## src/rtl/uart_pkg.sv

```systemverilog
// uart_pkg: shared UART types, default parameters and parity helper.
// Used by both the receive and transmit sides of the UART.
package uart_pkg;

  localparam int UART_DW_DEF  = 8;
  localparam int UART_CPB_DEF = 16;
  localparam int UART_MAX_DW  = 64;

  typedef enum logic [2:0] {
    IDLE,
    START,
    DATA,
    PARITY,
    STOP
  } uart_rx_state_e;

  // Even-parity bit for up to UART_MAX_DW data bits (zero-extend narrower words).
  function automatic logic even_parity(
    input logic [UART_MAX_DW-1:0] d
  );
    return ^d;
  endfunction

endpackage

```

## src/rtl/uart_rx_if.sv

```systemverilog
// uart_rx_if: serial line in, received byte and status strobes out.
// slave = receiver side, master = pad/consumer side.
interface uart_rx_if
  import uart_pkg::*;
#(
  parameter int DW = UART_DW_DEF
);

  logic          rx_i;
  logic [DW-1:0] data_o;
  logic          valid_o;
  logic          frame_err_o;
  logic          parity_err_o;
  logic          busy_o;

  modport slave (
    input  rx_i,
    output data_o,
    output valid_o,
    output frame_err_o,
    output parity_err_o,
    output busy_o
  );

  modport master (
    output rx_i,
    input  data_o,
    input  valid_o,
    input  frame_err_o,
    input  parity_err_o,
    input  busy_o
  );

endinterface

```

## src/rtl/sipo_shift_register.sv

```systemverilog
// sipo_shift_register: serial-in/parallel-out, right shift, serial bit
// enters the MSB so the first bit received ends up in bit 0.
module sipo_shift_register #(
  parameter int DW = 8
) (
  input  logic          clk_i,
  input  logic          rst_i,
  input  logic          shift_i,
  input  logic          serial_i,
  input  logic          clear_i,
  output logic [DW-1:0] data_o
);

  logic [DW-1:0] sr_q;
  logic [DW-1:0] sr_d;

  always_comb begin
    sr_d = sr_q;
    if (clear_i) begin
      sr_d = '0;
    end else if (shift_i) begin
      sr_d = (sr_q >> 1) | (DW'(serial_i) << (DW - 1));
    end
  end

  always_ff @(posedge clk_i or posedge rst_i) begin
    if (rst_i) begin
      sr_q <= '0;
    end else begin
      sr_q <= sr_d;
    end
  end

  assign data_o = sr_q;

endmodule

```

## src/rtl/uart_rx.sv

```systemverilog
// uart_rx: UART receiver, 1 start, DW data LSB first, optional even
// parity (UART_RX_PARITY_EN), 1 stop; registered one-cycle strobes.
module uart_rx
  import uart_pkg::*;
#(
  parameter int DW           = UART_DW_DEF,
  parameter int CLKS_PER_BIT = UART_CPB_DEF
) (
  input  logic     clk_i,
  input  logic     rst_i,
  uart_rx_if.slave bus
);

  localparam int CW = $clog2(CLKS_PER_BIT);
  localparam int BW = (DW > 1) ? $clog2(DW) : 1;

  localparam logic [CW-1:0] HALF = CW'(CLKS_PER_BIT / 2 - 1);
  localparam logic [CW-1:0] FULL = CW'(CLKS_PER_BIT - 1);
  localparam logic [BW-1:0] LAST = BW'(DW - 1);

  logic           sync1_q;
  logic           rx_s_q;
  logic           prev_q;
  uart_rx_state_e state_q;
  uart_rx_state_e state_d;
  logic [CW-1:0]  clk_cnt_q;
  logic [CW-1:0]  clk_cnt_d;
  logic [BW-1:0]  bit_cnt_q;
  logic [BW-1:0]  bit_cnt_d;
  logic [DW-1:0]  data_q;
  logic [DW-1:0]  data_d;
  logic [DW-1:0]  sr_data;
  logic           valid_q;
  logic           valid_d;
  logic           ferr_q;
  logic           ferr_d;
  logic           shift;
  logic           clear;
  logic           fall;
  logic           tick_half;
  logic           tick_full;
  logic           par_bad;

  assign fall      = prev_q & ~rx_s_q;
  assign tick_half = (clk_cnt_q == HALF);
  assign tick_full = (clk_cnt_q == FULL);

`ifdef UART_RX_PARITY_EN
  logic par_q;
  logic par_d;
  logic perr_q;
  logic perr_d;

  assign par_bad = even_parity(UART_MAX_DW'(sr_data)) ^ par_q;

  always_ff @(posedge clk_i or posedge rst_i) begin
    if (rst_i) begin
      par_q  <= 1'b0;
      perr_q <= 1'b0;
    end else begin
      par_q  <= par_d;
      perr_q <= perr_d;
    end
  end

  assign bus.parity_err_o = perr_q;
`else
  assign par_bad          = 1'b0;
  assign bus.parity_err_o = 1'b0;
`endif

  always_ff @(posedge clk_i or posedge rst_i) begin
    if (rst_i) begin
      sync1_q   <= 1'b1;
      rx_s_q    <= 1'b1;
      prev_q    <= 1'b1;
      state_q   <= IDLE;
      clk_cnt_q <= '0;
      bit_cnt_q <= '0;
      data_q    <= '0;
      valid_q   <= 1'b0;
      ferr_q    <= 1'b0;
    end else begin
      sync1_q   <= bus.rx_i;
      rx_s_q    <= sync1_q;
      prev_q    <= rx_s_q;
      state_q   <= state_d;
      clk_cnt_q <= clk_cnt_d;
      bit_cnt_q <= bit_cnt_d;
      data_q    <= data_d;
      valid_q   <= valid_d;
      ferr_q    <= ferr_d;
    end
  end

  always_comb begin
    state_d = state_q;
    unique case (state_q)
      IDLE: begin
        if (fall) state_d = START;
      end
      START: begin
        if (tick_half) state_d = rx_s_q ? IDLE : DATA;
      end
      DATA: begin
        if (tick_full && bit_cnt_q == LAST) begin
`ifdef UART_RX_PARITY_EN
          state_d = PARITY;
`else
          state_d = STOP;
`endif
        end
      end
`ifdef UART_RX_PARITY_EN
      PARITY: begin
        if (tick_full) state_d = STOP;
      end
`endif
      STOP: begin
        if (tick_full) state_d = IDLE;
      end
      default: state_d = IDLE;
    endcase
  end

  always_comb begin
    clk_cnt_d = clk_cnt_q + 1'b1;
    bit_cnt_d = bit_cnt_q;
    data_d    = data_q;
    valid_d   = 1'b0;
    ferr_d    = 1'b0;
    shift     = 1'b0;
    clear     = 1'b0;
`ifdef UART_RX_PARITY_EN
    par_d     = par_q;
    perr_d    = 1'b0;
`endif
    unique case (state_q)
      IDLE: begin
        clk_cnt_d = '0;
        bit_cnt_d = '0;
        clear     = fall;
      end
      START: begin
        if (tick_half) clk_cnt_d = '0;
      end
      DATA: begin
        if (tick_full) begin
          clk_cnt_d = '0;
          shift     = 1'b1;
          bit_cnt_d = bit_cnt_q + 1'b1;
        end
      end
`ifdef UART_RX_PARITY_EN
      PARITY: begin
        if (tick_full) begin
          clk_cnt_d = '0;
          par_d     = rx_s_q;
        end
      end
`endif
      STOP: begin
        if (tick_full) begin
          clk_cnt_d = '0;
          // Framing error outranks parity; only a clean frame updates data.
          if (!rx_s_q) begin
            ferr_d = 1'b1;
          end else if (par_bad) begin
`ifdef UART_RX_PARITY_EN
            perr_d = 1'b1;
`endif
          end else begin
            data_d  = sr_data;
            valid_d = 1'b1;
          end
        end
      end
      default: clk_cnt_d = '0;
    endcase
  end

  sipo_shift_register #(
    .DW(DW)
  ) u_sipo (
    .clk_i   (clk_i),
    .rst_i   (rst_i),
    .shift_i (shift),
    .serial_i(rx_s_q),
    .clear_i (clear),
    .data_o  (sr_data)
  );

  assign bus.data_o      = data_q;
  assign bus.valid_o     = valid_q;
  assign bus.frame_err_o = ferr_q;
  assign bus.busy_o      = (state_q != IDLE);

endmodule

```

## src/flat_wrapper.sv

```systemverilog
// flat-port wrapper written by rule: the top's interface ports become plain ports
module uart_rx_flat import uart_pkg::*;
#(
  parameter int DW           = UART_DW_DEF,
  parameter int CLKS_PER_BIT = UART_CPB_DEF
)
  (clk_i, rst_i, bus_rx_i, bus_data_o, bus_valid_o, bus_frame_err_o, bus_parity_err_o, bus_busy_o);
  uart_rx_if #(.DW(DW)) bus_i ();
  input  logic clk_i;
  input  logic rst_i;
  input wire logic [$bits(bus_i.rx_i)-1:0] bus_rx_i;
  output wire logic [$bits(bus_i.data_o)-1:0] bus_data_o;
  output wire logic [$bits(bus_i.valid_o)-1:0] bus_valid_o;
  output wire logic [$bits(bus_i.frame_err_o)-1:0] bus_frame_err_o;
  output wire logic [$bits(bus_i.parity_err_o)-1:0] bus_parity_err_o;
  output wire logic [$bits(bus_i.busy_o)-1:0] bus_busy_o;
  assign bus_i.rx_i = bus_rx_i;
  assign bus_data_o = bus_i.data_o;
  assign bus_valid_o = bus_i.valid_o;
  assign bus_frame_err_o = bus_i.frame_err_o;
  assign bus_parity_err_o = bus_i.parity_err_o;
  assign bus_busy_o = bus_i.busy_o;
  uart_rx #(.DW(DW), .CLKS_PER_BIT(CLKS_PER_BIT)) u_core (.clk_i(clk_i), .rst_i(rst_i), .bus(bus_i));
endmodule
```

## config.mk

```make
export PLATFORM = sky130hd
export DESIGN_NAME = uart_rx_flat
export DESIGN_NICKNAME = d
export VERILOG_FILES = /design/src/rtl/uart_pkg.sv /design/src/rtl/uart_rx_if.sv /design/src/rtl/sipo_shift_register.sv /design/src/rtl/uart_rx.sv /design/src/flat_wrapper.sv
export SDC_FILE = /design/constraint.sdc
export NUM_CORES = 1
export LEC_CHECK = 0
export CAP_MARGIN = 20
export CORE_AREA = 2 2 55 57
export CTS_CLUSTER_DIAMETER = 100
export DETAILED_ROUTE_END_ITERATION = 6
export DIE_AREA = 0 0 57 59
export GPL_ROUTABILITY_DRIVEN = 0
export HOLD_SLACK_MARGIN = 0.03
export PLACE_DENSITY_LB_ADDON = 0.15
export SETUP_SLACK_MARGIN = 0.02
export SLEW_MARGIN = 5
export SYNTH_ARGS = -nofsm -noshare
export SYNTH_HDL_FRONTEND = slang
export SYNTH_SLANG_ARGS = --single-unit
export TNS_END_PERCENT = 10
```

## constraint.sdc

```tcl
create_clock -name clk_i -period 1.8 [get_ports clk_i]
set_clock_uncertainty 0.05 [all_clocks]
set_input_delay 0.18 -clock clk_i [delete_from_list [all_inputs] [get_ports clk_i]]
set_output_delay 0.18 -clock clk_i [all_outputs]
set_load 0.01 [all_outputs]
```

==> impl_results.md <==
* Synthesized net count at 126
* Post-synthesis cell count at 120
* Post-synth top area share at 49.6%
* Synthesis Warnings at 0
* Area grow syn2layout at 16.5%
* RSZ-0062 raised after global routing: false
* Io pins at 15
* Vias at about 900
* Period utilization at between 90 and 100%
* Slowest CP cell: dfrtp_1
* Max cap viols at 0
* Pwr Total at 0.00148 W
* Via/cell ratio at approximately 5.3
* Hold-fix buffers, CTS at 0
* Die height at slightly below 60 um
* Antenna cells at 0
* H-tree depth at 2
* Total grt overflow at 0
* Ys flop type: dfrtp_1
* Row count at 19
* Fin util at 60.7%
* Placed Area at 1590 um^2
* Final routed DRC violation total at 0
* Final hold vios at 0
* DR WL met3 at 108 um
* Initial antenna violation count at 0
* DRT met1 WL at around 1.1 mm
* Post-synthesis sequential area ratio at 55.2%
* Pleak at slightly above 0.8 nW
* VDD IR-drop max at 0.000635 V
* First-pass GRT wire length at 4.17 mm
* CTS Buffer Depth at 2
* Design Area, Final at 1640 um^2
* Core area at roughly 2700 um^2
* Cell family with most CP delay: simple AND/OR/NAND/NOR gates
* CP Capture Type: flop
* TritonCTS Sinks at 31
* Cell variety after synth at 31
* Largest cells by area after synthesis: dfrtp_1 50%, mux2_2 7.2%, mux2i_1 7.1%
* Die ar. at 3360 um^2
* HP Class: in2async
* PD cells at 900 nW/um^2
* Critical path's largest stage delay at between 0.4 and 0.5 ns
* Synth Cell Area at between 1000 and 1500 um^2
* Outcome: finished clean
* Nets at 147
* CP max FO at 9
* CP arrival at 1.84 ns
* Iteration count of the initial detailed-routing pass at 4
* CP startpoint kind: flop
* Iteration-0 DRC Markers at 19
* Setup violators final at 0
* Die X at 57 um
* # Post-CTS Setup Buffers at 0
* Drt wl/cell at 14.0 um
* WL met2 at 1.25 mm
* Total Wirelength at 2.42 mm
* Clock latency on the worst-skew pair at 0.32 ns
* Minimum clock period at 1.68 ns
* Kind of critical path: reg2reg
* Top Layer Used: met3
* Buf+Inv Stages, Crit Path at 0
* Fin. max-slew vios at 0
* Post-synth EDFFs at 0
* CP required at 1.96 ns
* CTS tree: yes
* Seq cells post-synth at 31
* # port buffers at 13
* Most frequent cell after synthesis: dfrtp_1
* Vias in the first global route at 899
* Fmax at 594 MHz
* Clock Tree Root: clkbuf_4
* CTS clk-pin slew, worst paths at 0.09 ns
* Crit path cell chain: ha_1 > and3_2 > nand4_4 > mux2_2
* GRT Total Usage at 16.4%
* Average cell area after synthesis at between 10 and 15 um^2
* Post-CTS sizing at 1
* Setup tns final at 0 ns
* Pin count of the biggest net entering global routing at 32
* TritonCTS Buffers at 5
* Layout cells sized above 1 at 21.8%
* Asr flop ratio synth at 100%
* Yosys top cell by area: dfrtp_1
* Starting Density at 52.1%
* Final ANT Viol Nets at 0
* Most frequent cells after synthesis: 28 x dfrtp_1, 13 x inv_1, 11 x o21ai_0, 10 x mux2i_1, 9 x mux2_2
* Post-DP HPWL at 1.70 mm
## final timing paths
kind / startpoint / to / slack (ns) / cells past startpoint
worst max-delay path: u_core.clk_cnt_q[0] / u_core.bus.data_o[5] / 0.12 / 4
worst min-delay path: rst_i / u_core.u_sipo.data_o[5] / 0.19 / 3
worst max register to register: u_core.clk_cnt_q[0] / u_core.bus.data_o[5] / 0.12 / 4
worst min register to register: u_core.sync1_q / u_core.rx_s_q / 0.31 / 0
max in group asynchronous: rst_i / u_core.sync1_q / 1.20 / 3
min in group clk_i: bus_rx_i / u_core.sync1_q / 0.21 / 1
## logic make-up after synthesis
| group | share of synthesized area [%] |
|---|---|
| adder cells (fa/ha/maj) | 2.66 |
| AO/OA/AOI/OAI | 6.91 |
| flip-flops | 55.2 |
| AND/OR/NAND/NOR | 12.1 |
| other | 0.266 |
| XOR/XNOR | 1.86 |
| multiplexers | 14.3 |
| buffers and inverters | 6.74 |
## final cells by class
type                       instances  area [um^2]
fill                             232         1070
sequential                        31          779
clock inverter                     1         5.00
multi-input combinational         69          538
clock buffer                       7         45.0
tap                               31         38.8
timing repair buffer              21          189
inverter                          13         48.8
## sequential cells by signal (all words and copies together) (netlist names)
name,flops
u_core.prev_q,1
u_core.state_q,3
u_core.bus.frame_err_o,1
u_core.rx_s_q,1
u_core.bus.valid_o,1
u_core.bit_cnt_q,3
u_core.sync1_q,1
u_core.clk_cnt_q,4
u_core.bus.data_o,8
u_core.u_sipo.data_o,8
## power by group
group	internal [W]	total (W)	switching, W
combinational	0.000134	0.000312	0.000178
sequential	0.000752	0.000795	0.0000436
clock	0.000152	0.000372	0.000220
## worst register-to-register path, stage by stage, from the launching register on
cell,delay [ns]
dfrtp_1,0.42
ha_1,0.25
and3_2,0.30
nand4_4,0.20
mux2_2,0.36
## per-layer routing
layer / vias to the layer above / global-route usage [%]
met5: - / 0
met4: 0 / 4.98
met3: 0 / 5.24
met2: 19 / 26.6
met1: 457 / 21.3
li1: 447 / -
## metrics by stage
step	setup slack (ns)	hold WS, ns	cells
floorplan	0.222	0.134	120
global placement	0.144	0.296	165
detailed placement	0.0646	0.299	165
CTS	0.0496	0.181	173
global route	0.0406	0.198	173
finish	0.117	0.189	173
## placed cells by master, fill, tap and decap left out, types with 3 or more instances in the layout
cell type,n
dfrtp_1,28
inv_1,13
clkdlybuf4s50_1,12
o21ai_0,11
mux2i_1,10
mux2_2,9
buf_4,8
nor2_1,7
clkbuf_4,5
a21oi_1,3
nand3_1,3
ha_1,3
dfstp_2,3
Note: power is estimated with default switching activity, not from simulation.
==> RTL edit 1: new RTL, same flow settings <==
Change the package constant `UART_DW_DEF` from 8 to 4.
--- a/src/rtl/uart_pkg.sv
+++ b/src/rtl/uart_pkg.sv
@@ -4,3 +4,3 @@
 
-  localparam int UART_DW_DEF  = 8;
+  localparam int UART_DW_DEF  = 4;
   localparam int UART_CPB_DEF = 16;
Interface: changed (resized bus_data_o); port bits go from 15 to 11. The function was not compared with the original's and may differ.
==> RTL edit 1 against the unedited design <==
Largest power group unchanged. Power shrank 14%. Sequential cell count shrank 9. Cell area shrank 26%. Synthesized area shrank 27%. Register-to-register slack gained 0.07 ns. Worst setup slack gained 0.034 ns. Critical path type is now reg -> out. Routed wire length shrank 27%. First-iteration DRC count grew 5.3%.
==> RTL edit 1: results <==
[cells_and_area]
drive_above_1_share_pct = 23.1
fin_nets = 110

[route]
wl_met3_um = 64
vias_per_cell = 5.09
top_layer = met4
wl_met1_um = 894
drt-initial-drc-count = 20
routed-via-count = 687
routed_wl_um = 1760

[setup_path]
r2r_slack_ns = 0.19
critPathLaunch = u_core.state_q[0]
critPathCapture = bus_busy_o
cp_max_fo = 3
cp.arrival_ns = 1.42
r2r_end = u_core.clk_cnt_q[3]

[power_and_ir_drop]
irDropWorstVdd_v = 0.000602
p_leak_uw = 0.000564

[synth]
synth_nets = 96
synth_cells = 91
ys_warn_count = 0
yosysSeqAreaShare_pct = 53.9
synthTopCellsByArea = dfrtp_1 46%, dfstp_2 7.7%, mux2_4 5.8%, nand3_1 3.9%, a21oi_1 2.9%
ys_top_cells_by_count = 19 x dfrtp_1, 8 x nand3_1, 8 x nor2_1

[global_route]
grt_max_degree = 23
grt_pass1_vias = 703
grt.total_usage_pct = 12.6
grt_first_pass_wirelength_um = 3230

[place]
dp.cells = 131
port_buffers = 9
post-dp-hpwl_um = 1240

[run_status]
status = complete, no violations

[clock_tree]
clkTransAtPathRegs_ns = 0.13
htree_num_levels = 1
cts_buffers = 3
==> RTL edit 1: changes by cell type after synthesis, sizes merged, moves of 2 or more <==
| cell | delta |
|---|---|
| dfrtp | -9 |
| mux2i | -9 |
| inv | -7 |
| mux2 | -5 |
| nand3 | +5 |
| o21ai | -5 |
| a21oi | +3 |
| buf | -2 |
==> RTL edit 1: per-layer routing <==
| metal | up-vias | GRT usage [%] |
|---|---|---|
| met5 | - | 0 |
| li1 | 339 | - |
| met4 | 0 | 5.98 |
| met1 | 332 | 16.0 |
| met3 | 2 | 3.06 |
| met2 | 14 | 20.4 |
==> RTL edit 1: how the worst min path moves through the flow <==
| stage | from | to | slack, ns |
|---|---|---|---|
| 2_1_floorplan | rst_i | u_core.bit_cnt_q[0] | 0.12 |
| 3_3_place_gp | u_core.sync1_q | u_core.rx_s_q | 0.30 |
| 3_5_place_dp | u_core.sync1_q | u_core.rx_s_q | 0.30 |
| 4_1_cts | rst_i | u_core.bus.data_o[0] | 0.14 |
| 5_1_grt | rst_i | u_core.bus.data_o[2] | 0.14 |
| 6_report | rst_i | u_core.u_sipo.data_o[0] | 0.14 |
==> RTL edit 1: cells by family after synthesis <==
logic type                 after synthesis  share of synthesized area [%]
buffers and inverters                   11                           4.87
muxes                                    5                           6.81
adders and majority gates                2                           2.43
and+or+nand+nor                         31                           19.6
DFF                                     22                           53.9
AOI/OAI and AO/OA                       16                           9.49
xor gates and xnor gates                 3                           2.56
other                                    1                          0.365
==> RTL edit 1: final cells by class <==
class / instances / area, µm²
fillers: 256 / 1490
flip-flops and latches: 22 / 554
multi-input cells: 58 / 424
repair buffers: 14 / 126
well taps: 31 / 38.8
clock inverters: 1 / 30.0
clock buffers: 3 / 22.5
inverters: 6 / 22.5
==> RTL edit 1: report_power, final <==
part | leakage [µW] | switching, µW | internal (µW)
clock network | 0.0000279 | 152 | 225
logic | 0.000248 | 164 | 134
registers | 0.000287 | 49.4 | 550
total | 0.000564 | 365 | 909
==> RTL edit 1: critical path: stages, from the launching register on <==
cell and delay (ns):
dfrtp_1 0.42, or3_1 0.40, dlygate4sd2_1 0.31
==> RTL edit 1: timing repair <==
action                                  in CTS  in global routing
resized for setup                            1                  0
endpoints found under the setup margin       1                  0
buffers inserted                             0                  0
==> RTL edit 1: per-stage QoR <==
step	cell area (µm²)	total power, µW	hold slack [ns]	worst slack, ns
6_report	1220	1270	0.139	0.152
3_5_place_dp	1170	912	0.297	0.218
5_1_grt	1220	1360	0.142	0.0893
4_1_cts	1220	1290	0.140	0.128
2_1_floorplan	1030	821	0.117	0.292
3_3_place_gp	1170	907	0.296	0.255
==> RTL edit 2: new RTL, config.mk and constraints unchanged <==
Made on the original files. `data_q` no longer has a reset.
--- a/src/rtl/uart_rx.sv
+++ b/src/rtl/uart_rx.sv
@@ -79,3 +79,2 @@
       bit_cnt_q <= '0;
-      data_q    <= '0;
       valid_q   <= 1'b0;
@@ -89,3 +88,2 @@
       bit_cnt_q <= bit_cnt_d;
-      data_q    <= data_d;
       valid_q   <= valid_d;
@@ -93,2 +91,6 @@
     end
+  end
+
+  always_ff @(posedge clk_i) begin
+    data_q <= data_d;
   end
Check against the original RTL: same outputs for any inputs over 10 cycles, from zero or initial values and one cycle with rst_i high; that may be too few to reach the edited logic, so the function may still have changed.
==> RTL edit 2 against the unedited design <==
Cell area decreased by 4.6%. Synthesized cell count decreased by 7.5%. Core utilization decreased by 2.8 points. Synthesized area decreased by 4.0%. Clock power decreased by 2%. Worst setup slack got worse by 0.023 ns. Critical path depth decreased by 2. Routed wire length decreased by 4.1%. Sequential cell count unchanged. Power decreased by 2.1%. Critical path type is now reg -> out. Critical endpoint is now bus_busy_o. Largest power group unchanged.
==> RTL edit 2: results <==
[setup_path]
r2r_slack_ns = 0.19
r2r-start = u_core.state_q[0]
reg2reg_depth = 3
r2r_end = u_core.bus.data_o[5]
cp_max_fo = 11

[synth]
synth_nets = 117
ys_top_cells_by_count = 20 x dfrtp_1, 12 x nand3_1, 12 x o21ai_0
synth_cell_types = 33
synth_cells = 111
yosysSeqAreaShare_pct = 60.5
synthArstFlopShare_pct = 74.2
synthTopCellsByArea = dfrtp_1 37%, edfxtp_1 18%, dfstp_2 5.8%, nand3_1 4.4%, o21ai_0 4.4%

[route]
vias_per_cell = 5.47
wl_met1_um = 967
wire_per_inst_um = 14.3
first_pass_iters = 6
top_layer = met4
wl_met3_um = 110
drt-initial-drc-count = 20

[power_and_ir_drop]
p_leak_uw = 0.000631
switching_share_pct = 28.3
irDropWorstVdd_v = 0.000607

[global_route]
grt_first_pass_wirelength_um = 4200
grt.total_usage_pct = 16.6
met2_usage_pct = 28.2
grtUsageMet1_pct = 20.0
grt_max_degree = 24
grt_pass1_vias = 910
antenna_found_initial = 0

[timing]
whs_ns = 0.137

[cells_and_area]
drive_above_1_share_pct = 16.7
final_cells = 163
fin_nets = 137

[place]
post-dp-hpwl_um = 1700
dp.cells = 155

[clock_tree]
cts_resized = 1

[run_status]
status = complete, no violations
[RTL edit 2: cell count changes after synthesis, sizes merged, moves of 8 or more]
cell    change
edfxtp      +8
mux2        -9
inv        -11
nand3       +9
dfrtp       -8
o21ai       +8
[RTL edit 2: cells by family after synthesis]
kind of cell	synth area share, %
and+or+nand+nor	16.7
DFF	60.5
AOI/OAI and AO/OA	10.8
buffers and inverters	4.80
adders and majority gates	2.77
xor gates and xnor gates	1.94
muxes	2.22
other	0.277
[RTL edit 2: power groups by stage]
stage	sequential [µW]	clock, µW	combinational, µW
2_1_floorplan	822	0	229
3_3_place_gp	824	0	276
3_5_place_dp	827	0	280
4_1_cts	812	381	276
5_1_grt	820	428	315
6_report	812	365	272
[RTL edit 2: worst max-delay path by stage]
stage	startpoint	to	slack [ns]	depth (start not counted)
detailed placement	u_core.state_q[0]	u_core.bus.data_o[4]	0.19	3
global route	u_core.state_q[1]	bus_busy_o	0.03	2
floorplan	u_core.clk_cnt_q[0]	u_core.bus.data_o[0]	0.10	5
finish	u_core.state_q[1]	bus_busy_o	0.09	2
global placement	u_core.state_q[0]	u_core.bus.data_o[4]	0.23	3
CTS	u_core.state_q[1]	bus_busy_o	0.08	2
[RTL edit 2: metrics by stage]
stage                     area (µm²)  power (µW)
after floorplan                 1360        1050
after global placement          1520        1100
after detailed placement        1520        1110
after CTS                       1570        1470
after global routing            1570        1560
final                           1570        1450
[RTL edit 2: final cells by class]
cell class,instances,area (µm²)
Timing Repair Buffer,20,181
Clock buffer,7,45.0
Multi-Input combinational cell,71,470
Fill cell,229,1140
Tap cell,31,38.8
Sequential cell,31,820
Clock inverter,1,5.00
Inverter,2,7.51
[RTL edit 2: worst max-delay path, cell delays in order, from the launching register on]
cell           delay (ns)
dfrtp_1              0.41
or3_4                0.44
dlygate4sd2_1        0.31
